File: config.mk
export PLATFORM = sky130hd
export DESIGN_NAME = uart_rx
export DESIGN_NICKNAME = d
export VERILOG_FILES = /design/src/rtl/uart_rx.sv
export SDC_FILE = /design/constraint.sdc
export NUM_CORES = 1
export LEC_CHECK = 0
export CAP_MARGIN = 10
export CORE_MARGIN = 3
export CORE_UTILIZATION = 45
export CTS_CLUSTER_DIAMETER = 120
export DETAILED_ROUTE_END_ITERATION = 8
export PLACE_DENSITY = 0.66
export SLEW_MARGIN = 20
export SYNTH_ARGS = -nofsm -noshare
export SYNTH_HDL_FRONTEND = slang
export SYNTH_SLANG_ARGS = --single-unit
File: constraint.sdc
create_clock -name clk -period 2.95 [get_ports clk]
set_clock_uncertainty 0.1 [all_clocks]
set_input_delay 0.59 -clock clk [delete_from_list [all_inputs] [get_ports clk]]
set_output_delay 0.59 -clock clk [all_outputs]
set_load 0.03 [all_outputs]
File: src/rtl/uart_rx.sv
// uart_rx: 8N1 serial receiver with ready/ack handshake and framing-error flag.
// Define RX_PARITY_EN to expect an even-parity bit between the data and the stop bit.
module uart_rx #(
   parameter int CLKS_PER_BIT = 8,
   parameter int DATA_BITS    = 8
) (
   input  logic                 clk,
   input  logic                 rst_n,
   input  logic                 rx_si,
   input  logic                 rx_data_ack,
   output logic [DATA_BITS-1:0] rx_po,
   output logic                 rx_busy,
   output logic                 rx_ready,
   output logic                 rx_error
);
   localparam int CW = $clog2(CLKS_PER_BIT);
   localparam int BW = $clog2(DATA_BITS + 1);
   localparam logic [CW-1:0] HALF = CW'(CLKS_PER_BIT / 2 - 1);
   localparam logic [CW-1:0] FULL = CW'(CLKS_PER_BIT - 1);
   localparam logic [BW-1:0] LAST = BW'(DATA_BITS - 1);

   typedef enum logic [2:0] {
      IDLE, START, DATA,
`ifdef RX_PARITY_EN
      PARITY,
`endif
      STOP, WAIT_HIGH
   } state_t;

   state_t               state_q, state_d;
   logic                 s1_q, rs_q;
   logic [CW-1:0]        cnt_q, cnt_d;
   logic [BW-1:0]        bit_q, bit_d;
   logic [DATA_BITS-1:0] sh_q, sh_d, po_q, po_d;
   logic                 rdy_q, rdy_d, err_q, err_d, perr_q, perr_d;
   logic                 tick;

   assign tick     = cnt_q == FULL;
   assign rx_po    = po_q;
   assign rx_ready = rdy_q;
   assign rx_error = err_q;
   assign rx_busy  = !(state_q == IDLE || state_q == WAIT_HIGH);

   always_ff @(posedge clk or negedge rst_n) begin
      if (!rst_n) begin
         s1_q    <= 1'b1;
         rs_q    <= 1'b1;
         state_q <= IDLE;
         cnt_q   <= '0;
         bit_q   <= '0;
         sh_q    <= '0;
         po_q    <= '0;
         rdy_q   <= 1'b0;
         err_q   <= 1'b0;
         perr_q  <= 1'b0;
      end else begin
         s1_q    <= rx_si;
         rs_q    <= s1_q;
         state_q <= state_d;
         cnt_q   <= cnt_d;
         bit_q   <= bit_d;
         sh_q    <= sh_d;
         po_q    <= po_d;
         rdy_q   <= rdy_d;
         err_q   <= err_d;
         perr_q  <= perr_d;
      end
   end

   // Ack clears the flags by default; a completing frame overrides that below.
   always_comb begin
      state_d = state_q;
      cnt_d   = cnt_q + 1'b1;
      bit_d   = bit_q;
      sh_d    = sh_q;
      po_d    = po_q;
      perr_d  = perr_q;
      rdy_d   = rdy_q & ~rx_data_ack;
      err_d   = err_q & ~rx_data_ack;
      case (state_q)
         IDLE: begin
            cnt_d  = '0;
            bit_d  = '0;
            perr_d = 1'b0;
            if (!rs_q) state_d = START;
         end
         START: if (cnt_q == HALF) begin
            cnt_d   = '0;
            state_d = rs_q ? IDLE : DATA;
         end
         DATA: if (tick) begin
            cnt_d = '0;
            sh_d  = {rs_q, sh_q[DATA_BITS-1:1]};
            bit_d = bit_q + 1'b1;
`ifdef RX_PARITY_EN
            if (bit_q == LAST) state_d = PARITY;
`else
            if (bit_q == LAST) state_d = STOP;
`endif
         end
`ifdef RX_PARITY_EN
         PARITY: if (tick) begin
            cnt_d   = '0;
            perr_d  = rs_q ^ (^sh_q);
            state_d = STOP;
         end
`endif
         STOP: if (tick) begin
            cnt_d   = '0;
            po_d    = sh_q;
            rdy_d   = rs_q & ~perr_q;
            err_d   = ~rs_q | perr_q;
            state_d = rs_q ? IDLE : WAIT_HIGH;
         end
         WAIT_HIGH: if (rs_q) state_d = IDLE;
         default: state_d = IDLE;
      endcase
   end
endmodule

==> results_dict.tcl <==
set metrics [dict create \
    number_of_distinct_standard_cells_referenced_by_the_synthesized_netlist 32 \
    insertedDiodeCount 0 \
    path_clk_slew_ps 90 \
    drt_pre_antenna_iters 4 \
    postSynthRegisterBits 30 \
    cts_root_buf "clkbuf_4" \
    die_w_um 59.8 \
    timing_worst_slew_pin_value_ps 533 \
    design_area_um2 1550 \
    routed_wirelength_mm 2.18 \
    cts_hold_buf 0 \
    yosys.area_share.xor_xnor_pct 0.674 \
    holdWs_ps 258 \
    unrepaired_setup_endpoints_after_global_routing "false" \
    synth_fa_ha_area_share_pct 3.85 \
    postRouteAntennaNets 0 \
    postCtsSetupBuffers 0 \
    fmaxAchievable_ghz 0.411 \
    synth.yosys.seq_area_share_pct 57.9 \
    crit_type "reg2out" \
    netlist.area_leader.share_pct 53.9 \
    maximum_root_to_sink_buffer_count 2 \
    std_cell_rows 18 \
    synth_compound_gate_area_share_pct 4.72 \
    fp.coreArea_um2 2610 \
    power_per_cell_area_nw_per_um2 666 \
    tritoncts_clock_tree "yes" \
    synth_area_per_cell_um2 13.3 \
    finalCritPeriodShare_pct 82.5 \
    simple_logic_cell_fraction_of_the_synthesized_area_pct 11.8 \
    post_route_cells_drive_above_1_share_pct 26.9 \
    drt-vias-per-instance 5.46 \
    floorplan.io_pins 15 \
    setup_violations 0 \
    via_count 814 \
    ys_warn_count 0 \
    area.growth.synth_to_final_pct 19.5 \
    maxCapViolCount 0 \
    clock_insertion_delay_worst_skew_ps 320 \
    timing.critical_path.fanout_max 9 \
    post_synth_instance_area_um2 1300 \
    most_area_hungry_cell_type_in_the_yosys_netlist "dfrtp_1" \
    r2r-start "cnt_q[0]$_DFF_PN0_" \
    synth_top_family_by_area "multiplexers" \
    hold_crit_endpoint "rs_q$_DFF_PN1_" \
    place.port_buffers 14 \
    r2r_setup_slack_ps 1030 \
    postSynthCellCount 98 \
    critical_path.endpoint_type "primary output" \
    timing.critical_path.arrival_ps 1740 \
    antenna_violations_before_repair 0 \
    synth.area.mux_share_pct 18.5 \
    cpPeakStageDelay_ps 600 \
    post-route-drc-count 0 \
    fp.dieArea_um2 3570 \
    critical_path.slowest_cell "clkdlybuf4s50_1" \
    placed_area_um2 1480 \
    static-leakage-power_nw 0.702 \
    maxSlewHeadroom_pct 64.4 \
    postSynthNetCount 106 \
    num-nets-final 126 \
    hold_path.startpoint "s1_q$_DFF_PN1_" \
    irDropWorstVdd_mv 0.522 \
    place.detailed.hpwl_mm 1.55 \
    drtIter0Drc 21 \
    final_max_slew_viol_count 0 \
    worstRegToRegCells 4 \
    die_h_um 59.8 \
    start_kind "flip-flop" \
    outcome "complete, no violations" \
    grt_start_max_net_pins 31 \
    cts_num_sinks 30 \
    routed_wire_length_per_instance_um 14.6 \
    sum_of_negative_setup_slack_ps 0 \
    r2r-end "sh_q[4]$_DFFE_PN0P_" \
    finalCriticalPeriod_ps 2430 \
    overflow 0 \
    groute.usage.overall_pct 15.4 \
    first_pass_grt_wire_length_mm 3.88 \
    start_util_pct 49.8 \
    postLayoutCoreUtil_pct 59.5 \
    cts_max_level 2 \
    synth.area.top_cells "dfrtp_1 (54%), mux2_2 (14%), mux2i_1 (4.6%), dfstp_2 (4.0%), ha_1 (3.8%)" \
    min_path_cells 0 \
    gp_congestion 0.803 \
    cts_repair_resize_count 0 \
    cp.required_ps 2260 \
    classification_of_the_worst_slack_hold_path "reg2reg" \
    cts_buffer_count 5 \
    cell_by_cell_listing_of_the_critical_path "or2_2, clkdlybuf4s50_1" \
    timing.final.hold_violations 0 \
    grt_pass1_vias 854 \
]
critical path, delay by kind of cell, from the launching register on:
family                 cells  cell delay (ps)
buffers and inverters      1              600
flip-flops                 1              490
AND/OR/NAND/NOR            1              330
worst max-delay path by stage:
| stage | start | endpoint | slack (ps) | cells after the start |
|---|---|---|---|---|
| floorplan | cnt_q[0]$_DFF_PN0_ | rx_po[1]$_DFFE_PN0P_ | 1250 | 5 |
| detailed placement | state_q[1]$_DFFE_PN0P_ | rx_busy | 870 | 2 |
| global placement | state_q[1]$_DFFE_PN0P_ | rx_busy | 900 | 2 |
| finish | state_q[1]$_DFFE_PN0P_ | rx_busy | 520 | 2 |
| global route | state_q[1]$_DFFE_PN0P_ | rx_busy | 440 | 2 |
| CTS | state_q[1]$_DFFE_PN0P_ | rx_busy | 510 | 2 |
cells in the mapped netlist:
cell	instances
a21boi_0	1
a21oi_1	1
a221oi_1	1
a311oi_1	1
a31oi_1	1
buf_2	1
buf_4	1
clkbuf_2	1
dfrtp_1	28
dfstp_2	2
ha_1	4
inv_1	4
mux2_2	16
mux2i_1	6
nand2_1	6
nand2_2	1
nand2b_1	3
nand2b_2	1
nand3_1	1
nor2_1	3
nor2b_1	3
nor3_1	1
nor3_4	1
nor4_1	2
nor4b_1	1
o21a_1	1
o2bb2ai_1	1
o31a_1	1
or2_2	1
or2b_1	1
or3_1	1
xnor2_1	1
stage by stage:
stage / total power, mW / std cells / setup slack (ps)
after floorplan: 0.680 / 98 / 1250
after global placement: 0.738 / 141 / 895
after CTS: 1.05 / 149 / 505
after global routing: 1.12 / 149 / 436
after detailed placement: 0.755 / 141 / 865
final: 1.04 / 149 / 516
kinds of logic after synthesis:
kind of cell | after synthesis
mux | 22
buf+inv | 7
compound gates | 8
simple gates | 26
flops | 30
xor+xnor | 1
fa+ha+maj | 4
cell usage in the layout (no fill, tap or decap), types with 4 or more instances in the layout:
master,count
clkbuf_4,5
clkdlybuf4s50_1,14
dfrtp_1,28
ha_1,4
inv_1,4
mux2_2,16
mux2i_1,6
nand2_1,6
metal layers:
layer,part of all wire (%),global-route usage (%),vias up
li1,-,-,388
met1,48,19.7,409
met2,48,22.2,17
met3,4.6,8.21,0
met4,0,5.38,0
met5,0,0,-
sequential cells by signal (all words and copies together), names as in the netlist:
| register | count |
|---|---|
| bit_q | 4 |
| rx_ready | 1 |
| cnt_q | 3 |
| s1_q | 1 |
| state_q | 3 |
| rx_po | 8 |
| sh_q | 8 |
| rs_q | 1 |
| rx_error | 1 |
power breakdown:
| part | leakage (nW) | total, mW | internal (mW) | switching (mW) |
|---|---|---|---|---|
| combinational | 0.255 | 0.229 | 0.109 | 0.121 |
| sequential | 0.402 | 0.513 | 0.457 | 0.0559 |
| clock | 0.0446 | 0.293 | 0.163 | 0.130 |
area by class of cell:
cell class	count	area [µm²]
Timing Repair Buffer	16	155
Fill cell	214	1060
Multi-Input combinational cell	61	514
Tap cell	30	37.5
Clock buffer	8	78.8
Sequential cell	30	753
Inverter	4	15.0
No activity file was read; power rests on OpenSTA's default activity.
